$ cat src/rtl/uart_pkg.sv
// ---------------------------------------------------------------------------
// uart_pkg
// Shared definitions for the UART blocks: Wishbone register word offsets,
// STATUS register bit positions, the receive FSM state encoding and a helper
// that sizes FIFO occupancy counters.
// ---------------------------------------------------------------------------
package uart_pkg;

    // Word offsets decoded from adr_i[0]
    localparam int REG_RXDATA = 0;
    localparam int REG_STATUS = 1;

    // STATUS register layout
    localparam int STAT_NONEMPTY  = 0;
    localparam int STAT_FULL      = 1;
    localparam int STAT_OVERRUN   = 2;
    localparam int STAT_FRAME_ERR = 3;
    localparam int STAT_COUNT_LSB = 8;

    // RXDATA register layout: bit 8 flags a valid byte in bits [7:0]
    localparam int RXDATA_VALID = 8;

    typedef enum logic [2:0] {
        RX_IDLE,
        RX_START,
        RX_DATA,
        RX_STOP,
        RX_BREAK
    } rx_state_t;

    // A counter of 0..depth inclusive needs one bit more than the address
    function automatic int count_width(input int depth);
        return $clog2(depth) + 1;
    endfunction

endpackage

$ cat src/rtl/uart_rx_fifo.sv
// ---------------------------------------------------------------------------
// uart_rx_fifo
// Synchronous single-clock FIFO. A push and a pop in the same cycle both take
// effect even when the FIFO is full, so a reader draining a full FIFO never
// loses the byte arriving on the same edge.
//
// Ports:
//   clk, reset       clock, asynchronous active-high reset
//   push, din        write request and data (ignored when full without pop)
//   pop              read request (ignored when empty)
//   dout             current head entry (valid when !empty)
//   count            number of stored entries, 0..DEPTH
//   full, empty      occupancy flags
// ---------------------------------------------------------------------------
module uart_rx_fifo
    import uart_pkg::*;
#(
    parameter int DEPTH = 16,
    parameter int WIDTH = 8,
    parameter int CW    = count_width(DEPTH)
) (
    input  logic             clk,
    input  logic             reset,
    input  logic             push,
    input  logic [WIDTH-1:0] din,
    input  logic             pop,
    output logic [WIDTH-1:0] dout,
    output logic [CW-1:0]    count,
    output logic             full,
    output logic             empty
);
    localparam int AW = $clog2(DEPTH);

    logic [WIDTH-1:0] mem [DEPTH];
    logic [AW-1:0]    wr_ptr;
    logic [AW-1:0]    rd_ptr;
    logic             do_push;
    logic             do_pop;

    // A pop frees a slot on the same edge, which lets a push into a full FIFO proceed
    assign do_pop  = pop && !empty;
    assign do_push = push && (!full || do_pop);
    assign full    = (count == CW'(DEPTH));
    assign empty   = (count == '0);
    assign dout    = mem[rd_ptr];

    // Storage array carries no reset; only the pointers define what is valid
    always_ff @(posedge clk) begin
        if (do_push) begin
            mem[wr_ptr] <= din;
        end
    end

    // Pointers wrap naturally because DEPTH is a power of two
    always_ff @(posedge clk or posedge reset) begin
        if (reset) begin
            wr_ptr <= '0;
            rd_ptr <= '0;
            count  <= '0;
        end else begin
            if (do_push) begin
                wr_ptr <= wr_ptr + 1'b1;
            end
            if (do_pop) begin
                rd_ptr <= rd_ptr + 1'b1;
            end
            count <= count + CW'(do_push) - CW'(do_pop);
        end
    end

endmodule

$ cat src/rtl/wb_uart_rx.sv
// ---------------------------------------------------------------------------
// wb_uart_rx
// Wishbone-slave UART receiver (8N1, LSB first). Received bytes are queued in
// a FIFO; a level interrupt is raised while the FIFO holds data.
//
// Ports:
//   clk, reset   system clock, asynchronous active-high reset
//   rxd          serial input, idle high, asynchronous to clk
//   cyc_i, stb_i, we_i, sel_i, adr_i, dat_i   Wishbone slave inputs
//                (sel_i ignored, only adr_i[0] decoded)
//   dat_o, ack_o Wishbone read data and single-cycle acknowledge
//   irq          high while the receive FIFO is non-empty
//
// Registers:
//   word 0 RXDATA  read pops {valid, byte}; write ignored
//   word 1 STATUS  [0] non-empty [1] full [2] overrun [3] frame_err
//                  [15:8] count; writing 1 to bit 2/3 clears that flag
// ---------------------------------------------------------------------------
module wb_uart_rx
    import uart_pkg::*;
#(
    parameter int CLKS_PER_BIT = 625,
    parameter int FIFO_DEPTH   = 16
) (
    input  logic        clk,
    input  logic        reset,
    input  logic        rxd,
    input  logic        cyc_i,
    input  logic        stb_i,
    input  logic        we_i,
    input  logic [3:0]  sel_i,
    input  logic [29:0] adr_i,
    input  logic [31:0] dat_i,
    output logic [31:0] dat_o,
    output logic        ack_o,
    output logic        irq
);
    localparam int CNT_W = $clog2(CLKS_PER_BIT);
    localparam int FCW   = count_width(FIFO_DEPTH);
    localparam logic [CNT_W-1:0] HALF_BIT = CNT_W'(CLKS_PER_BIT / 2 - 1);
    localparam logic [CNT_W-1:0] FULL_BIT = CNT_W'(CLKS_PER_BIT - 1);

    logic             rx_meta;
    logic             rx_s;
    rx_state_t        state;
    logic [CNT_W-1:0] bit_cnt;
    logic [2:0]       bit_idx;
    logic [7:0]       shift;
    logic             push_q;
    logic             frame_set_q;
    logic             overrun;
    logic             frame_err;

    logic [7:0]       fifo_dout;
    logic [FCW-1:0]   fifo_count;
    logic             fifo_full;
    logic             fifo_empty;
    logic             fifo_pop;

    logic             access;
    logic             rd_rxdata;
    logic             wr_status;
    logic             overrun_set;
    logic [31:0]      status_word;
    logic             unused_ok;

    // Two-flop synchronizer, preset high so reset looks like an idle line
    always_ff @(posedge clk or posedge reset) begin
        if (reset) begin
            rx_meta <= 1'b1;
            rx_s    <= 1'b1;
        end else begin
            rx_meta <= rxd;
            rx_s    <= rx_meta;
        end
    end

    // Receive FSM: half a bit after the start edge we re-check the line to
    // reject glitches, then sample every full bit period at mid-bit. A low
    // stop bit flags a framing error and parks in BREAK until the line
    // returns high, so a held-low line cannot produce a stream of frames.
    always_ff @(posedge clk or posedge reset) begin
        if (reset) begin
            state       <= RX_IDLE;
            bit_cnt     <= '0;
            bit_idx     <= '0;
            shift       <= '0;
            push_q      <= 1'b0;
            frame_set_q <= 1'b0;
        end else begin
            push_q      <= 1'b0;
            frame_set_q <= 1'b0;
            unique case (state)
                RX_IDLE: begin
                    if (!rx_s) begin
                        bit_cnt <= HALF_BIT;
                        state   <= RX_START;
                    end
                end
                RX_START: begin
                    if (bit_cnt != '0) begin
                        bit_cnt <= bit_cnt - 1'b1;
                    end else if (!rx_s) begin
                        bit_idx <= '0;
                        bit_cnt <= FULL_BIT;
                        state   <= RX_DATA;
                    end else begin
                        state <= RX_IDLE;
                    end
                end
                RX_DATA: begin
                    if (bit_cnt != '0) begin
                        bit_cnt <= bit_cnt - 1'b1;
                    end else begin
                        shift   <= {rx_s, shift[7:1]};
                        bit_cnt <= FULL_BIT;
                        if (bit_idx == 3'd7) begin
                            state <= RX_STOP;
                        end else begin
                            bit_idx <= bit_idx + 1'b1;
                        end
                    end
                end
                RX_STOP: begin
                    if (bit_cnt != '0) begin
                        bit_cnt <= bit_cnt - 1'b1;
                    end else if (rx_s) begin
                        push_q <= 1'b1;
                        state  <= RX_IDLE;
                    end else begin
                        frame_set_q <= 1'b1;
                        state       <= RX_BREAK;
                    end
                end
                RX_BREAK: begin
                    if (rx_s) begin
                        state <= RX_IDLE;
                    end
                end
                default: state <= RX_IDLE;
            endcase
        end
    end

    // shift is stable while the FSM sits in IDLE, so the delayed push still sees the byte
    uart_rx_fifo #(
        .DEPTH (FIFO_DEPTH),
        .WIDTH (8),
        .CW    (FCW)
    ) u_fifo (
        .clk   (clk),
        .reset (reset),
        .push  (push_q),
        .din   (shift),
        .pop   (fifo_pop),
        .dout  (fifo_dout),
        .count (fifo_count),
        .full  (fifo_full),
        .empty (fifo_empty)
    );

    // Bus decode: an access is accepted only while ack_o is low, giving one ack per request
    assign access      = cyc_i && stb_i && !ack_o;
    assign rd_rxdata   = access && !we_i && (adr_i[0] == 1'(REG_RXDATA));
    assign wr_status   = access && we_i && (adr_i[0] == 1'(REG_STATUS));
    assign fifo_pop    = rd_rxdata && !fifo_empty;
    assign overrun_set = push_q && fifo_full && !fifo_pop;

    // STATUS word assembled from live flags and occupancy
    always_comb begin
        status_word                             = '0;
        status_word[STAT_NONEMPTY]              = !fifo_empty;
        status_word[STAT_FULL]                  = fifo_full;
        status_word[STAT_OVERRUN]               = overrun;
        status_word[STAT_FRAME_ERR]             = frame_err;
        status_word[STAT_COUNT_LSB +: 8]        = 8'(fifo_count);
    end

    // Sticky error flags: a set in the same cycle as a W1C clear wins
    always_ff @(posedge clk or posedge reset) begin
        if (reset) begin
            overrun   <= 1'b0;
            frame_err <= 1'b0;
        end else begin
            overrun   <= (overrun && !(wr_status && dat_i[STAT_OVERRUN])) || overrun_set;
            frame_err <= (frame_err && !(wr_status && dat_i[STAT_FRAME_ERR])) || frame_set_q;
        end
    end

    // Registered Wishbone response; dat_o is forced to zero whenever ack_o is low
    always_ff @(posedge clk or posedge reset) begin
        if (reset) begin
            ack_o <= 1'b0;
            dat_o <= '0;
            irq   <= 1'b0;
        end else begin
            ack_o <= 1'b0;
            dat_o <= '0;
            irq   <= !fifo_empty;
            if (access) begin
                ack_o <= 1'b1;
                if (!we_i) begin
                    if (adr_i[0] == 1'(REG_STATUS)) begin
                        dat_o <= status_word;
                    end else if (!fifo_empty) begin
                        dat_o               <= {23'b0, 1'b1, fifo_dout};
                        dat_o[RXDATA_VALID] <= 1'b1;
                    end
                end
            end
        end
    end

    assign unused_ok = ^{sel_i, adr_i[29:1], dat_i[31:4], dat_i[1:0]};

endmodule

$ cat config.mk
export PLATFORM = sky130hd
export DESIGN_NAME = wb_uart_rx
export DESIGN_NICKNAME = d
export VERILOG_FILES = /design/src/rtl/uart_pkg.sv /design/src/rtl/uart_rx_fifo.sv /design/src/rtl/wb_uart_rx.sv
export SDC_FILE = /design/constraint.sdc
export NUM_CORES = 1
export LEC_CHECK = 0
export ABC_AREA = 0
export CORE_MARGIN = 2
export CORE_UTILIZATION = 50
export CTS_CLUSTER_DIAMETER = 50
export DETAILED_ROUTE_END_ITERATION = 10
export GPL_ROUTABILITY_DRIVEN = 0
export PLACE_DENSITY = 0.76
export SYNTH_ARGS = -nofsm -noshare
export SYNTH_HDL_FRONTEND = slang
export SYNTH_HIERARCHICAL = 1
export SYNTH_SLANG_ARGS = --single-unit
$ cat constraint.sdc
create_clock -name clk -period 3.2 [get_ports clk]
set_input_delay 0.32 -clock clk [delete_from_list [all_inputs] [get_ports clk]]
set_output_delay 0.32 -clock clk [all_outputs]
set_load 0.005 [all_outputs]
==> flow_summary.yaml, run 1 <==
floorplanning:
  die_area_sq_um: 17000
  die_w_um: 130
  initial_core_util_pct: 50.7
  io_pins: 106
  die_h_um: 130
  core_sq_um: 15700
  fp-row-count: 46
timing:
  worst_slew_pin_slew_ns: 0.954
  finalSetupViolations: 0
  period_share_pct: 92.3
  rsz0062_at_grt: "false"
  hold_viol: 0
  slew_headroom_pct: 36.3
  fin_crit_ns: 2.95
  final-max-slew-violation-count: 0
  holdWs_ns: 0.288
  fmax_mhz: 339
  finClkSkew_ns: 0.00759
  setup_tns_ns: 0
cts:
  clock-sinks: 186
  post-cts-setup-buffers: 0
  insertion_delay_ns: 0.43
  cts_tree: "done"
  clkTransAtPathRegs_ns: 0.07
  cts_resized: 0
  cts_root_buf: "clkbuf_16"
  hold_buffers: 0
  cts_buffers: 17
  htreeDepth: 4
  clock_path_buffers: 2
critical_path:
  critPathMaxFanout: 3
  rr_startpoint: "u_fifo/count[2]"
  cp_slowest_stage_delay_ns: 0.41
  r2r_end: "u_fifo/count[4]"
  crit_type: "reg2reg"
  crit_buf_inv: 3
  cp-start-kind: "register"
  rrSetupSlack_ns: 0.25
  critical_path_arrival_ns: 3.31
  reg2reg_depth: 14
  crit_chain: "inv_1, ha_1, nor4b_2, nor4_2, o21a_1, inv_1, ha_1, inv_1, ha_1, fa_1, a21oi_1, nor2_1, nor2_1, xnor2_1"
  path_delay_family: "adder cells"
  crit_path_end_kind: "register"
  crit_slowest_cell: "fa_1"
  crit_required_ns: 3.56
drt:
  detail_route.vias_per_cell: 5.53
  drcViolationCount: 0
  dr.first_iter.drc_count: 368
  totalWireLength_um: 15100
  num_vias: 4366
  drtPass1Iterations: 5
  detail_route.wl_per_cell_um: 19.1
  ant_nets: 0
logic_synthesis:
  syn_inst: 518
  synth_edf_count: 128
  syn_area_per_cell_sq_um: 15.4
  ys_seq_elements: 186
  ys.warnings.count: 6
  ys_seq_area_share_pct: 66.4
  synth_area_leaders: "edfxtp_1 (48%), dfrtp_1 (18%), mux4_2 (4.5%)"
  ys_types: 62
  synthFlopType: "edfxtp_1"
  netlist_area_sq_um: 7970
  synth_top_area_share_pct: 48.2
  yosys.area.top_type: "edfxtp_1"
  async_flop_share_pct: 31.2
layout:
  final_common_cell: "edfxtp_1"
  layout-drive-gt1-share_pct: 17.8
  nNetsFinal: 649
  fin_cells: 790
  nFillCells: 1193
  area_growth_pct: 12.7
  final_cell_area_sq_um: 8990
  final_cell_mix: "edfxtp_1 (128), dfrtp_1 (55), mux2i_1 (32)"
  utilization_pct: 57.2
  diodes: 0
placed_design:
  dp_hpwl_um: 10100
  port_buffers: 23
  placed_area_sq_um: 8420
  post-place-cells: 758
power_and_ir_drop:
  switching_power_mw: 1.53
  clkPwrFrac_pct: 35.3
  p_comb_share_pct: 16.8
  swShare_pct: 27.1
  p_per_area_nw_per_um2: 629
  power_frac_seq_pct: 47.9
  ir_worst_vdd_v: 0.000392
  p_int_mw: 4.12
  p_leak_nw: 3.79
grt:
  grt_pass1_vias: 4388
  grt_pass1_wl_um: 23700
  grt_overflow_total: 0
  grtUsageTotal_pct: 18.9
  antenna_found_initial: 0
  grt_max_degree: 46
run:
  maxCapViolCount: 0
min_path:
  hp-class: "in2async"
status:
  outcome: "complete, no violations"
-- cell families (layout without fill, tap and decap cells) --
kind of cell    after synthesis  after routing  synth area share (%)
flops                       186            186                  66.4
simple gates                100            100                  6.67
compound gates               83             83                  8.27
buf+inv                      66            104                  5.19
mux                          56             56                  9.67
fa+ha+maj                    16             16                  2.61
xor+xnor                     10             10                  1.10
other cells                   1             19                0.0470
-- Yosys cell counts (2+ instances only) --
master / count
nor2b_1: 3
a31oi_1: 3
o22a_1: 3
a22oi_1: 9
a311oi_1: 2
mux2i_1: 32
nor3_1: 7
nand2b_1: 4
xnor2_1: 7
xor2_1: 3
a22o_1: 4
mux4_2: 16
or4_4: 2
ha_1: 15
nand4_1: 3
nor2_1: 29
o21a_1: 2
buf_6: 9
mux2_2: 7
a21o_1: 4
or4_1: 2
a2bb2oi_1: 4
dfstp_2: 2
nand3_1: 5
inv_1: 24
clkbuf_1: 6
edfxtp_1: 128
o21ai_0: 16
a221oi_1: 7
buf_1: 2
buf_4: 21
a21oi_1: 10
buf_2: 3
nand2_1: 24
dfrtp_1: 56
and2_1: 10
a221oi_2: 9
-- registers in the layout (all words and copies together), names as in the netlist --
name	count
bit_idx	3
u_fifo/mem	128
rx_meta	1
u_fifo/rd_ptr	4
frame_err	1
state	3
overrun	1
rx_s	1
bit_cnt	10
irq	1
push_q	1
dat_o	13
u_fifo/wr_ptr	4
ack_o	1
frame_set_q	1
u_fifo/count	5
shift	8
-- through the flow --
| stage | total power [mW] | setup WS [ns] |
|---|---|---|
| finish | 5.65 | 0.247 |
| global route | 5.88 | 0.115 |
| CTS | 5.71 | 0.247 |
| detailed placement | 3.71 | 0.0694 |
| global placement | 3.67 | 0.176 |
| floorplan | 3.53 | 0.128 |
-- how the worst max path moves through the flow --
| stage | startpoint | end | slack (ns) | cells after the start |
|---|---|---|---|---|
| 6_report | u_fifo/count[2] | u_fifo/count[4] | 0.25 | 14 |
| 2_1_floorplan | u_fifo/count[2] | u_fifo/count[4] | 0.13 | 15 |
| 4_1_cts | u_fifo/count[2] | u_fifo/count[4] | 0.25 | 14 |
| 5_1_grt | u_fifo/count[2] | u_fifo/count[4] | 0.12 | 14 |
| 3_3_place_gp | cyc_i | u_fifo/count[4] | 0.18 | 14 |
| 3_5_place_dp | stb_i | u_fifo/count[4] | 0.07 | 14 |
-- power groups by stage --
| stage | sequential, mW | combinational [mW] | clock [mW] |
|---|---|---|---|
| floorplan | 2.71 | 0.821 | 0 |
| global placement | 2.75 | 0.918 | 0 |
| detailed placement | 2.76 | 0.950 | 0 |
| CTS | 2.71 | 0.967 | 2.03 |
| global route | 2.72 | 1.03 | 2.14 |
| finish | 2.71 | 0.951 | 1.99 |
-- worst reg2reg max path, cell delays in order, from the launching register on --
cell and delay (ns):
dfrtp_1 0.38, inv_1 0.07, ha_1 0.21, nor4b_2 0.18, nor4_2 0.40, o21a_1 0.20, inv_1 0.05, ha_1 0.27
inv_1 0.05, ha_1 0.20, fa_1 0.41, a21oi_1 0.18, nor2_1 0.06, nor2_1 0.11, xnor2_1 0.12
-- layer usage --
metal,up-vias,routed length [um],global-route usage [%]
li1,2012,-,-
met1,2219,6400,24.5
met2,113,7840,31.9
met3,22,586,3.49
met4,0,276,7.34
met5,-,0,0
-- final cells by class --
cell class | count | area, sq um | share of cell area [%]
multi-input cells | 284 | 2330 | 25.9
flip-flops and latches | 186 | 5300 | 59.0
clock inverters | 14 | 139 | 1.55
repair buffers | 48 | 430 | 4.79
clock buffers | 18 | 429 | 4.78
well taps | 216 | 270 | 3.01
inverters | 24 | 90.1 | 1.00
(Power assumes the default switching activity.)
==> run 2: changes to the inputs <==
- CORE_MARGIN: 2 -> default
- CORE_UTILIZATION: 50 -> 57
- DONT_BUFFER_PORTS: default -> 1
- PLACE_DENSITY: 0.76 -> 0.75
==> run 2 against run 1 <==
Against the previous run:
- sequential power is essentially flat
- maximum frequency up 2.0%
- clock skew rose by 0.0052 ns
- count of clock-buffer cells in the layout down 1
- sequential share of layout area grew 2.2 points
- power increased by 0.76%
- via count down 2.3%
- cell area down 3.5%
- largest cell class unchanged
- global-route usage is 3.2 points higher
- final cell count fell by 9.1%
==> flow_summary.yaml, run 2 (synthesis results as in run 1) <==
cts:
  clock-sinks: 186
  clock_path_buffers: 2
  cts_resized: 0
  cts_root_buf: "clkbuf_16"
  clkTransAtPathRegs_ns: 0.07
  cts_tree: "done"
  htreeDepth: 4
  insertion_delay_ns: 0.43
  post-cts-setup-buffers: 0
  cts_buffers: 17
layout:
  final_cell_area_sq_um: 8670
  nNetsFinal: 617
  nFillCells: 931
  diodes: 0
  reg.largest.list: "u_fifo/mem x128, dat_o x13, bit_cnt x10"
  regMostFlops: "u_fifo/mem"
  layout-drive-gt1-share_pct: 16.4
  seqCellArea_sq_um: 5300
  final_common_cell: "edfxtp_1"
  largest_register_ffs: 128
  multi_input_area_sq_um: 2330
  area_growth_pct: 8.73
  final_cell_mix: "edfxtp_1 (128), dfrtp_1 (55), mux2i_1 (32)"
min_path:
  hp-class: "in2async"
floorplanning:
  core_sq_um: 13500
  initial_core_util_pct: 59.3
  io_pins: 106
  die_h_um: 120
  die_area_sq_um: 14500
  fp-row-count: 42
  die_w_um: 120
drt:
  drtPass1Iterations: 5
  dr.first_iter.drc_count: 518
  ant_nets: 0
  detail_route.wl_per_cell_um: 20.7
  detail_route.vias_per_cell: 5.94
  totalWireLength_um: 14900
  drcViolationCount: 0
  num_vias: 4266
timing:
  finalSetupViolations: 0
  setup_tns_ns: 0
  worst_slew_pin_slew_ns: 0.982
  slew_headroom_pct: 34.4
  rsz0062_at_grt: "false"
  hold_viol: 0
  fmax_mhz: 345
  period_share_pct: 90.5
  fin_crit_ns: 2.90
  finClkSkew_ns: 0.0128
  final-max-slew-violation-count: 0
grt:
  grt_pass1_wl_um: 22800
  grt_max_degree: 46
  grt_overflow_total: 0
  grt_pass1_vias: 4168
  grtUsageTotal_pct: 22.1
  antenna_found_initial: 0
critical_path:
  path_delay_family: "adder cells"
  crit_type: "reg2reg"
  crit_chain: "inv_1, ha_1, nor4b_2, nor4_2, o21a_1, inv_1, ha_1, inv_1, ha_1, fa_1, a21oi_1, nor2_1, nor2_1, xnor2_1"
  crit_path_end_kind: "register"
  crit_required_ns: 3.55
  cp-start-kind: "register"
  critical_path_arrival_ns: 3.25
  critPathMaxFanout: 3
  crit_buf_inv: 3
  cp_slowest_stage_delay_ns: 0.41
  crit_slowest_cell: "fa_1"
placed_design:
  port_buffers: 0
  placed_area_sq_um: 8050
  dp_hpwl_um: 9710
status:
  outcome: "complete, no violations"
power_and_ir_drop:
  p_per_area_nw_per_um2: 657
  ir_worst_vdd_v: 0.000476
  p_leak_nw: 3.67
run:
  maxCapViolCount: 0
[run 2: cell count changes in the layout (fill, tap and decap cells not counted), sizes merged]
| cell | change |
|---|---|
| buf | -12 |
| bufinv | +1 |
| clkbuf | -1 |
| clkdlybuf4s50 | -23 |
| clkinvlp | -1 |
| dlygate4sd3 | +3 |
| inv | +1 |
[run 2: report_power, final]
group	switching (mW)	total, mW	internal (mW)
clock	0.905	2.07	1.17
combinational	0.496	0.882	0.387
sequential	0.123	2.74	2.62
[run 2: timing repair]
action,4_1_cts,5_1_grt
endpoints found under the setup margin,0,0
hold buffers,3,0
hold endpoints to repair,15,0
[run 2: worst paths after layout]
kind                                      start               end  slack [ns]  cells after the start
worst max-delay path            u_fifo/count[3]   u_fifo/count[4]        0.30                     14
worst min-delay path                      reset         dat_o[10]      0.0002                      1
worst max register to register  u_fifo/count[3]   u_fifo/count[4]        0.30                     14
worst min register to register          rx_meta              rx_s        0.36                      0
max in group asynchronous                 reset  u_fifo/rd_ptr[0]        2.47                      2
min in group clk                       adr_i[0]          dat_o[0]        0.09                      2
[run 2: per-stage QoR]
step / worst slack, ns / hold WS [ns] / power, mW / util (%) / cells
floorplan: 0.128 / 0.197 / 3.53 / - / 536
global route: 0.0684 / 0.0609 / 5.91 / 64.4 / 718
finish: 0.305 / 0.000173 / 5.70 / 64.4 / 718
global placement: 0.343 / 0.278 / 3.65 / 59.8 / 683
CTS: 0.294 / 0.00749 / 5.75 / 64.4 / 718
detailed placement: 0.313 / 0.260 / 3.67 / 59.8 / 683
[run 2: layer usage]
layer  global-route usage, %  up-vias  wire length [um]
li1                        -     1946                 -
met1                    29.8     2157              6300
met2                    34.4      144              7320
met3                    5.85       19               955
met4                    9.18        0               313
met5                       0        -                 0
[run 2: area by class of cell]
cell class | count | area share, %
Clock buffer | 17 | 4.91
Clock inverter | 15 | 1.91
Inverter | 24 | 1.04
Multi-Input combinational cell | 284 | 26.9
Sequential cell | 186 | 61.1
Tap cell | 176 | 2.54
Timing Repair Buffer | 16 | 1.62
[run 2: worst register-to-register path, stage by stage (launching register included)]
cell     delay [ns]
dfrtp_1        0.38
inv_1          0.07
ha_1           0.20
nor4b_2        0.18
nor4_2         0.38
o21a_1         0.20
inv_1          0.05
ha_1           0.28
inv_1          0.04
ha_1           0.19
fa_1           0.41
a21oi_1        0.15
nor2_1         0.06
nor2_1         0.11
xnor2_1        0.12
==> run 3: changes to the inputs <==
- ABC_AREA: 0 -> default
- SLEW_MARGIN: default -> 10
==> results of run 3 <==
Same layout as run 2: the final DEF is identical, and so are final timing and power.
